$ cat config.mk
export PLATFORM = sky130hd
export DESIGN_NAME = udp_rx_stream_flat
export DESIGN_NICKNAME = d
export VERILOG_FILES = /design/src/rtl/udp_rx_stream_if.sv /design/src/rtl/udp_rx_stream.sv /design/src/flat_wrapper.sv
export SDC_FILE = /design/constraint.sdc
export NUM_CORES = 1
export LEC_CHECK = 0
export CORE_MARGIN = 2
export CORE_UTILIZATION = 60
export DETAILED_ROUTE_END_ITERATION = 12
export DONT_BUFFER_PORTS = 1
export PLACE_DENSITY = 0.76
export SLEW_MARGIN = 40
export SYNTH_ARGS = -nofsm -noshare
export SYNTH_HDL_FRONTEND = slang
export SYNTH_SLANG_ARGS = --single-unit
$ cat constraint.sdc
create_clock -name clk -period 12.8 [get_ports clk]
set_input_delay 1.28 -clock clk [delete_from_list [all_inputs] [get_ports clk]]
set_output_delay 1.28 -clock clk [all_outputs]
set_load 0.01 [all_outputs]
$ cat src/rtl/udp_rx_stream_if.sv
// Stream bundle for udp_rx_stream: Ethernet words in, UDP payload words out.
// Either side is a valid/ready stream; sop/eop frame the packet.
interface udp_rx_stream_if;
  logic [31:0] rx_data;
  logic        rx_vld;
  logic        rx_sop;
  logic        rx_eop;
  logic        rx_rdy;
  logic [31:0] out_data;
  logic        out_vld;
  logic        out_sop;
  logic        out_eop;
  logic [1:0]  out_empty;
  logic        out_err;
  logic        out_rdy;

  modport master (
    output rx_data, rx_vld, rx_sop, rx_eop,
    input  rx_rdy,
    input  out_data, out_vld, out_sop, out_eop,
    input  out_empty, out_err,
    output out_rdy
  );

  modport slave (
    input  rx_data, rx_vld, rx_sop, rx_eop,
    output rx_rdy,
    output out_data, out_vld, out_sop, out_eop,
    output out_empty, out_err,
    input  out_rdy
  );
endinterface

$ cat src/rtl/udp_rx_stream.sv
// UDP receive filter: parses Ethernet/IPv4/UDP headers, streams payload.
// Define UDP_RX_STATS_EN to build the packet/drop counters.
module udp_rx_stream #(
  parameter logic [15:0] P_MIN_PAYLOAD = 16'd0
) (
  input  logic                 clk,
  input  logic                 rst,
  input  logic [47:0]          i_self_mac,
  input  logic [31:0]          i_self_ip,
  input  logic [15:0]          i_udp_port,
  udp_rx_stream_if.slave       bus,
  output logic                 o_abort,
  output logic [31:0]          o_src_ip,
  output logic [15:0]          o_src_port,
  output logic [15:0]          o_pkt_cnt,
  output logic [15:0]          o_drop_cnt
);

  typedef enum logic [1:0] {
    IDLE,
    HDR,
    PAYLOAD,
    DROP
  } state_t;

  state_t      state, state_nx;
  logic [3:0]  widx, widx_nx;
  logic        ok, ok_nx;
  logic        mac_self, mac_self_nx;
  logic        mac_bc, mac_bc_nx;
  logic [31:0] sip, sip_nx;
  logic [15:0] sport, sport_nx;
  logic [15:0] rem, rem_nx;
  logic [1:0]  last_empty, last_empty_nx;
  logic        first, first_nx;

  logic        rdy;
  logic        take;
  logic [31:0] wd;
  logic [15:0] udp_bytes;
  logic [16:0] min_diff;
  logic [16:0] bytes_p3;
  logic        hdr_pass;
  logic        last;

  logic        load;
  logic        ld_sop;
  logic        ld_eop;
  logic        ld_err;
  logic [1:0]  ld_empty;
  logic        abort_nx;
  logic        accept;
  logic [1:0]  drop_inc;

  assign rdy = ~rst & ((state != PAYLOAD) | ~bus.out_vld | bus.out_rdy);
  assign bus.rx_rdy = rdy;
  assign take = bus.rx_vld & rdy;
  assign wd = bus.rx_data;

  // W10 carries udp_len; the 17-bit compare avoids a constant-true test
  assign udp_bytes = wd[31:16] - 16'd8;
  assign min_diff = {1'b0, udp_bytes} - {1'b0, P_MIN_PAYLOAD};
  assign bytes_p3 = {1'b0, udp_bytes} + 17'd3;
  assign hdr_pass = ok & (mac_self | mac_bc) & ~min_diff[16];
  assign last = (rem == 16'd1);

  always_ff @(posedge clk or posedge rst) begin
    if (rst) begin
      state      <= IDLE;
      widx       <= '0;
      ok         <= 1'b0;
      mac_self   <= 1'b0;
      mac_bc     <= 1'b0;
      sip        <= '0;
      sport      <= '0;
      rem        <= '0;
      last_empty <= '0;
      first      <= 1'b0;
    end else begin
      state      <= state_nx;
      widx       <= widx_nx;
      ok         <= ok_nx;
      mac_self   <= mac_self_nx;
      mac_bc     <= mac_bc_nx;
      sip        <= sip_nx;
      sport      <= sport_nx;
      rem        <= rem_nx;
      last_empty <= last_empty_nx;
      first      <= first_nx;
    end
  end

  always_comb begin
    state_nx      = state;
    widx_nx       = widx;
    ok_nx         = ok;
    mac_self_nx   = mac_self;
    mac_bc_nx     = mac_bc;
    sip_nx        = sip;
    sport_nx      = sport;
    rem_nx        = rem;
    last_empty_nx = last_empty;
    first_nx      = first;
    load          = 1'b0;
    ld_sop        = 1'b0;
    ld_eop        = 1'b0;
    ld_err        = 1'b0;
    ld_empty      = 2'd0;
    abort_nx      = 1'b0;
    accept        = 1'b0;
    drop_inc      = 2'd0;
    if (take) begin
      if (bus.rx_sop) begin
        // any sop restarts at W0; an unfinished frame counts as dropped
        abort_nx    = (state == PAYLOAD);
        drop_inc    = 2'(state != IDLE) + 2'(bus.rx_eop);
        mac_self_nx = (wd[15:0] == i_self_mac[47:32]);
        mac_bc_nx   = (wd[15:0] == 16'hFFFF);
        ok_nx       = 1'b1;
        widx_nx     = 4'd1;
        state_nx    = bus.rx_eop ? IDLE : HDR;
      end else begin
        unique case (state)
          IDLE: ;
          HDR: begin
            widx_nx = widx + 4'd1;
            unique case (1'b1)
              (widx == 4'd1): begin
                mac_self_nx = mac_self & (wd == i_self_mac[31:0]);
                mac_bc_nx   = mac_bc & (&wd);
              end
              (widx == 4'd3): ok_nx = ok & (wd[15:0] == 16'h0800);
              (widx == 4'd4): ok_nx = ok & (wd[31:24] == 8'h45);
              (widx == 4'd6): ok_nx = ok & (wd[23:16] == 8'h11);
              (widx == 4'd7): sip_nx = wd;
              (widx == 4'd8): ok_nx = ok & (wd == i_self_ip);
              (widx == 4'd9): begin
                ok_nx    = ok & (wd[15:0] == i_udp_port);
                sport_nx = wd[31:16];
              end
              default: ;
            endcase
            if (widx == 4'd10) begin
              if (hdr_pass && (udp_bytes == 16'd0)) begin
                accept   = 1'b1;
                state_nx = IDLE;
              end else if (hdr_pass && !bus.rx_eop) begin
                accept        = 1'b1;
                state_nx      = PAYLOAD;
                rem_nx        = {1'b0, bytes_p3[16:2]};
                last_empty_nx = 2'd0 - udp_bytes[1:0];
                first_nx      = 1'b1;
              end else begin
                drop_inc = 2'd1;
                state_nx = bus.rx_eop ? IDLE : DROP;
              end
            end else if (bus.rx_eop) begin
              drop_inc = 2'd1;
              state_nx = IDLE;
            end
          end
          PAYLOAD: begin
            load     = 1'b1;
            ld_sop   = first;
            ld_eop   = last | bus.rx_eop;
            ld_err   = bus.rx_eop & ~last;
            ld_empty = last ? last_empty : 2'd0;
            first_nx = 1'b0;
            rem_nx   = rem - 16'd1;
            // trailing Ethernet padding is swallowed by IDLE
            if (last || bus.rx_eop) begin
              state_nx = IDLE;
            end
          end
          DROP: begin
            if (bus.rx_eop) begin
              state_nx = IDLE;
            end
          end
          default: state_nx = IDLE;
        endcase
      end
    end
  end

  always_ff @(posedge clk or posedge rst) begin
    if (rst) begin
      bus.out_data  <= '0;
      bus.out_vld   <= 1'b0;
      bus.out_sop   <= 1'b0;
      bus.out_eop   <= 1'b0;
      bus.out_empty <= 2'd0;
      bus.out_err   <= 1'b0;
      o_abort       <= 1'b0;
      o_src_ip      <= '0;
      o_src_port    <= '0;
    end else begin
      o_abort <= abort_nx;
      if (accept) begin
        o_src_ip   <= sip;
        o_src_port <= sport;
      end
      if (load) begin
        bus.out_data  <= wd;
        bus.out_vld   <= 1'b1;
        bus.out_sop   <= ld_sop;
        bus.out_eop   <= ld_eop;
        bus.out_empty <= ld_empty;
        bus.out_err   <= ld_err;
      end else if (bus.out_rdy) begin
        bus.out_vld   <= 1'b0;
        bus.out_sop   <= 1'b0;
        bus.out_eop   <= 1'b0;
        bus.out_empty <= 2'd0;
        bus.out_err   <= 1'b0;
      end
    end
  end

`ifdef UDP_RX_STATS_EN
  logic [15:0] pkt_q;
  logic [15:0] drop_q;

  always_ff @(posedge clk or posedge rst) begin
    if (rst) begin
      pkt_q  <= '0;
      drop_q <= '0;
    end else begin
      pkt_q  <= pkt_q + 16'(accept);
      drop_q <= drop_q + 16'(drop_inc);
    end
  end

  assign o_pkt_cnt  = pkt_q;
  assign o_drop_cnt = drop_q;
`else
  logic unused_stats;
  assign unused_stats = ^drop_inc;
  assign o_pkt_cnt  = 16'd0;
  assign o_drop_cnt = 16'd0;
`endif

endmodule

$ cat src/flat_wrapper.sv
// flat-port wrapper written by rule: the top's interface ports become plain ports
module udp_rx_stream_flat 
#(
  parameter logic [15:0] P_MIN_PAYLOAD = 16'd0
)
  (clk, rst, i_self_mac, i_self_ip, i_udp_port, o_abort, o_src_ip, o_src_port, o_pkt_cnt, o_drop_cnt, bus_rx_data, bus_rx_vld, bus_rx_sop, bus_rx_eop, bus_rx_rdy, bus_out_data, bus_out_vld, bus_out_sop, bus_out_eop, bus_out_empty, bus_out_err, bus_out_rdy);
  udp_rx_stream_if bus_i ();
  input  logic clk;
  input  logic rst;
  input  logic [47:0] i_self_mac;
  input  logic [31:0] i_self_ip;
  input  logic [15:0] i_udp_port;
  output logic o_abort;
  output logic [31:0] o_src_ip;
  output logic [15:0] o_src_port;
  output logic [15:0] o_pkt_cnt;
  output logic [15:0] o_drop_cnt;
  input wire logic [$bits(bus_i.rx_data)-1:0] bus_rx_data;
  input wire logic [$bits(bus_i.rx_vld)-1:0] bus_rx_vld;
  input wire logic [$bits(bus_i.rx_sop)-1:0] bus_rx_sop;
  input wire logic [$bits(bus_i.rx_eop)-1:0] bus_rx_eop;
  output wire logic [$bits(bus_i.rx_rdy)-1:0] bus_rx_rdy;
  output wire logic [$bits(bus_i.out_data)-1:0] bus_out_data;
  output wire logic [$bits(bus_i.out_vld)-1:0] bus_out_vld;
  output wire logic [$bits(bus_i.out_sop)-1:0] bus_out_sop;
  output wire logic [$bits(bus_i.out_eop)-1:0] bus_out_eop;
  output wire logic [$bits(bus_i.out_empty)-1:0] bus_out_empty;
  output wire logic [$bits(bus_i.out_err)-1:0] bus_out_err;
  input wire logic [$bits(bus_i.out_rdy)-1:0] bus_out_rdy;
  assign bus_i.rx_data = bus_rx_data;
  assign bus_i.rx_vld = bus_rx_vld;
  assign bus_i.rx_sop = bus_rx_sop;
  assign bus_i.rx_eop = bus_rx_eop;
  assign bus_rx_rdy = bus_i.rx_rdy;
  assign bus_out_data = bus_i.out_data;
  assign bus_out_vld = bus_i.out_vld;
  assign bus_out_sop = bus_i.out_sop;
  assign bus_out_eop = bus_i.out_eop;
  assign bus_out_empty = bus_i.out_empty;
  assign bus_out_err = bus_i.out_err;
  assign bus_i.out_rdy = bus_out_rdy;
  udp_rx_stream #(.P_MIN_PAYLOAD(P_MIN_PAYLOAD)) u_core (.clk(clk), .rst(rst), .i_self_mac(i_self_mac), .i_self_ip(i_self_ip), .i_udp_port(i_udp_port), .bus(bus_i), .o_abort(o_abort), .o_src_ip(o_src_ip), .o_src_port(o_src_port), .o_pkt_cnt(o_pkt_cnt), .o_drop_cnt(o_drop_cnt));
endmodule
---- After elaboration in Yosys (flattened, before gate mapping) ----
Cells that the tools add are included.
operators by class
  add/subtract/negate cells ............... 5
  multipliers ............................. 0
  div/mod/pow operators ................... 0
  order comparisons ....................... 0
  equal/unequal tests ..................... 25
  shift-type cells ........................ 0
  muxes and demuxes ....................... 59
  bitwise operators ....................... 20
  reductions and logical operators ........ 20
operators by type and width
  operator                                                              number
  32-bit == test                                                        2
  16-bit 2-to-1 mux                                                     3
  1-bit 2-to-1 mux                                                      37
  16-bit == test                                                        2
  16-bit case mux with 2 select lines                                   1
  32-bit AND reduction                                                  1
  2-bit 2-to-1 mux                                                      13
  16-bit by 2-bit adder with 17-bit output, second input constant       1
  16-bit by 1-bit == test with 1-bit output, second input constant      1
  16-bit by 12-bit == test with 1-bit output, second input constant     1
  16-bit == test, second input constant                                 1
  16-bit zero test                                                      1
  16-bit by 1-bit subtractor with 16-bit output, second input constant  1
  16-bit by 4-bit subtractor with 16-bit output, second input constant  1
  4-bit by 3-bit == test with 1-bit output, second input constant       3
  4-bit == test, second input constant                                  3
  6-bit AND reduction                                                   2
  1-bit bitwise AND                                                     11
  3-bit AND reduction                                                   3
  8-bit by 5-bit == test with 1-bit output, second input constant       1
  8-bit by 7-bit == test with 1-bit output, second input constant       1
  4-bit 2-to-1 mux                                                      2
  4-bit AND reduction                                                   2
  2-bit nonzero test                                                    4
  20 further kinds                                                      31
word-level totals
  bits in registers ....................... 163
  latch bits .............................. 0
  bits in writable memories ............... 0
  ROM bits ................................ 0
  output and inout port bits .............. 120
  memories kept ........................... 0

---- Depth between registers and ports, before layout ----
  depth in word-level cells ............... 9
  mapped depth ............................ 12
  mapped depth without buffers ............ 9

---- Worst setup path after synthesis ----
No wires, ideal clock.
  path type ............................... input port to flip-flop
  start ................................... input bus_rx_data[19]
  end ..................................... register u_core.o_src_ip[0]
  setup time .............................. 125 ps
  data arrival time ....................... 3888 ps
  required time ........................... 12675 ps
  path slack .............................. 8787 ps
  stages .................................. 12
  path buffers ............................ 3
  cell sequence ........................... buf_1 > inv_1 > ha_1 > or4b_1 > o21ai_0 > nand2_1 > or4_1 > nor2_1 > o21ai_2 > buf_6 > buf_6 > mux2_4
between the ends
  longest elaborated chain between the ends .. 8
ends and longest elaborated chain
  item                                           line                  RTL
  start: declaration                             flat_wrapper.sv:18    input wire logic [$bits(bus_i.rx_data)-1:0] bus_rx_data;
  16-bit by 4-bit subtractor with 16-bit output  udp_rx_stream.sv:61   assign udp_bytes = wd[31:16] - 16'd8;
  16-bit zero test                               udp_rx_stream.sv:144  if (hdr_pass && (udp_bytes == 16'd0)) begin
  1-bit logical AND                              udp_rx_stream.sv:144
  1-bit 2-to-1 mux                               udp_rx_stream.sv:144
  1-bit 2-to-1 mux                               udp_rx_stream.sv:143  if (widx == 4'd10) begin
  1-bit 2-to-1 mux                               udp_rx_stream.sv:123  unique case (state)
  1-bit 2-to-1 mux                               udp_rx_stream.sv:113  if (bus.rx_sop) begin
  1-bit 2-to-1 mux                               udp_rx_stream.sv:112  if (take) begin
  end signal: assignment                         udp_rx_stream.sv:200  o_src_ip <= sip;
  end: declaration                               udp_rx_stream.sv:13   output logic [31:0] o_src_ip,
No other way between the ends.
A chain may end at the register's enable or synchronous reset.

---- Final worst setup path ----
  start ................................... input bus_rx_data[22]
  end ..................................... register u_core.o_src_ip[19]
Same word-level chain as after synthesis.

==> flow_metrics.py <==
metrics = {
    "outcome": {
        "status": "finished clean",
    },
    "timing": {
        "tightest_slew_ps": 801,
        "timing.fmax_ghz": 0.260,
        "min_period_over_period": 0.301,
        "finalSetupViolCount": 0,
        "finalSetupTns_ps": 0,
        "skew_ps": 12.0,
        "finalHoldViolCount": 0,
        "relSlewSlack": 0.466,
        "drv_slew": 0,
        "whs_ps": 495,
        "period_minus_slack_ps": 3850,
        "grt_setup_unrepaired": "no",
    },
    "global_routing": {
        "grt_overflow": 0,
        "grt_start_max_net_pins": 87,
        "antenna_found_initial": 1,
        "grtUsageTotal": 0.322,
        "grt_pass1_wl_um": 39100,
        "grt_pass1_vias": 6679,
    },
    "logic_synthesis": {
        "ys_ff_latch": 163,
        "syn-cell-area_um2": 9270,
        "postSynthAreaPerCell_um2": 10.6,
        "synth_most_common_cell": "dfrtp_1",
        "synth.distinct_cells": 59,
        "synth.area.top_cells": "dfrtp_1 (44%), mux2_2 (13%), xnor2_1 (6.4%), xor2_1 (3.9%), mux2_4 (3.2%)",
        "yosysSeqAreaShare": 0.440,
        "ys.warnings.count": 0,
        "ys.flop_type": "dfrtp_1",
        "synth_edf_count": 0,
        "synth_top_area_cell": "dfrtp_1",
        "yosys.area.top_type_share": 0.440,
        "synthCells": 873,
        "synthArstFlopShare": 1.00,
        "netlist_top_cells_count": "dfrtp_1 (163), mux2_2 (105), xnor2_1 (68), nand2_1 (50), clkbuf_1 (46)",
    },
    "cts": {
        "clkTransAtPathRegs_ps": 80,
        "clock_latency_ps": 440,
        "h-tree-depth": 4,
        "clockBufferDepth": 2,
        "cts-root-buf": "clkbuf_16",
        "cts_buffers": 17,
        "cts_setup_buffers": 0,
        "hold_buffers": 0,
        "cts.sinks": 163,
        "postCtsResizedCells": 0,
        "cts_tree": "built",
    },
    "cells_and_area": {
        "drive_above_1_share": 0.203,
        "final_cell_count_no_fill": 1035,
        "num_antenna_cells": 0,
        "final_area_um2": 9780,
        "finalCoreUtilization": 0.646,
        "fillers": 1183,
        "fin_nets": 982,
        "area_growth_pct": 5.51,
    },
    "place": {
        "portBuffers": 0,
        "dp_hpwl_um": 19000,
        "place_inst": 1003,
        "place.gp.congestion": 0.884,
        "place_area_um2": 9190,
    },
    "drt": {
        "viasPerCell": 6.41,
        "first_pass_iters": 6,
        "drc": 0,
        "wire_per_inst_um": 25.1,
        "ant_nets": 0,
        "vias": 6637,
        "wl_um": 26000,
        "drt_iter0_drc": 528,
    },
    "floorplan": {
        "start_util": 0.612,
        "die_area_um2": 16500,
        "die_width_um": 128,
        "std_cell_rows": 45,
        "die_h_um": 128,
        "core_region_area_um2": 15100,
        "num_io_pins": 254,
    },
    "power": {
        "irDropWorstVdd_uv": 112,
        "power_density_nw_per_um2": 147,
        "power.leakage_nw": 4.40,
    },
    "worst_setup_path": {
        "crit_required_ps": 13120,
        "critPathMaxFanout": 48,
        "cp_data_arrival_time_ps": 4170,
        "crit_path_end_kind": "register",
        "crit_type": "primary input to register",
        "startpoint_type": "primary input",
    },
    "job": {
        "maxCapViolations": 0,
    },
    "hold_path": {
        "min_path_type": "register to register",
    },
}
==> metrics by stage <==
step / total power, mW / setup WS [ps]
2_1_floorplan: 0.883 / 7120
3_3_place_gp: 0.910 / 8600
3_5_place_dp: 0.931 / 8500
4_1_cts: 1.43 / 8950
5_1_grt: 1.50 / 8770
6_report: 1.43 / 8950
==> registers in the layout, summed over array words and instances (netlist names) <==
| signal | count |
|---|---|
| u_core.bus.out_data | 32 |
| u_core.bus.out_empty | 2 |
| u_core.bus.out_eop | 1 |
| u_core.bus.out_err | 1 |
| u_core.bus.out_sop | 1 |
| u_core.bus.out_vld | 1 |
| u_core.first | 1 |
| u_core.last_empty | 2 |
| u_core.mac_bc | 1 |
| u_core.mac_self | 1 |
| u_core.o_abort | 1 |
| u_core.o_src_ip | 32 |
| u_core.o_src_port | 16 |
| u_core.ok | 1 |
| u_core.rem | 16 |
| u_core.sip | 32 |
| u_core.sport | 16 |
| u_core.state | 2 |
| u_core.widx | 4 |
==> area by class of cell <==
class                   count  area [µm²]  share of cell area
multi-input cells         628        4750               0.486
clock inverters            13         138              0.0141
flip-flops and latches    163        4080               0.417
well taps                 188         235              0.0240
inverters                  18        72.6             0.00742
clock buffers              19         453              0.0463
repair buffers              6        51.3             0.00524
==> path summary, 6_finish.rpt <==
check                                 from                     to  cells after the start  slack (ps)
hold / removal              u_core.sip[29]    u_core.o_src_ip[29]                      1         500
min in group asynchronous              rst     u_core.bus.out_vld                      1         830
setup reg to reg           u_core.state[0]         u_core.sip[17]                      9        9820
hold reg to reg             u_core.sip[29]    u_core.o_src_ip[29]                      1         500
max in group asynchronous              rst  u_core.o_src_port[13]                      2       10770
setup / recovery           bus_rx_data[22]    u_core.o_src_ip[19]                      8        8950
==> logic make-up after synthesis <==
logic type      share of synthesized area
flops                               0.440
compound gates                     0.0775
other cells                      0.000404
simple gates                        0.135
buf+inv                            0.0618
fa+ha+maj                          0.0189
xor+xnor                            0.103
mux                                 0.163
==> worst max-delay path: stages <==
cell and delay [ps]:
or4_1 670, nor4_2 320, xor2_1 410, or4_1 210
nor2_1 60, o21ai_4 110, buf_4 610, mux2_2 420
==> power by group <==
group          internal, mW  switching (mW)
clock                 0.270           0.238
sequential            0.599          0.0804
combinational         0.118           0.129
==> routing by layer <==
metal | routed length [µm] | vias to the layer above | track usage
li1 | - | 2954 | -
met1 | 9820 | 3289 | 0.388
met2 | 12900 | 330 | 0.531
met3 | 2050 | 64 | 0.0897
met4 | 1180 | 0 | 0.167
met5 | 0 | - | 0
==> placed cells by master (no fill, tap or decap), types with 6 or more instances in the layout <==
cell type  count
nand2_1       50
nand3_1       16
o21ai_0       44
o32ai_1        6
clkbuf_16     17
a22o_1         8
mux2_4        20
nor3_1        26
nand2b_1       7
a21oi_1       18
xnor2_1       68
conb_1        32
a31oi_1        9
nor2_1        31
xor2_1        41
ha_1          14
mux2_2       105
nand4_1       30
inv_1         17
nand3b_1       8
nor4_1        21
nor2b_1        6
dfrtp_1      163
(Power assumes the default switching activity.)
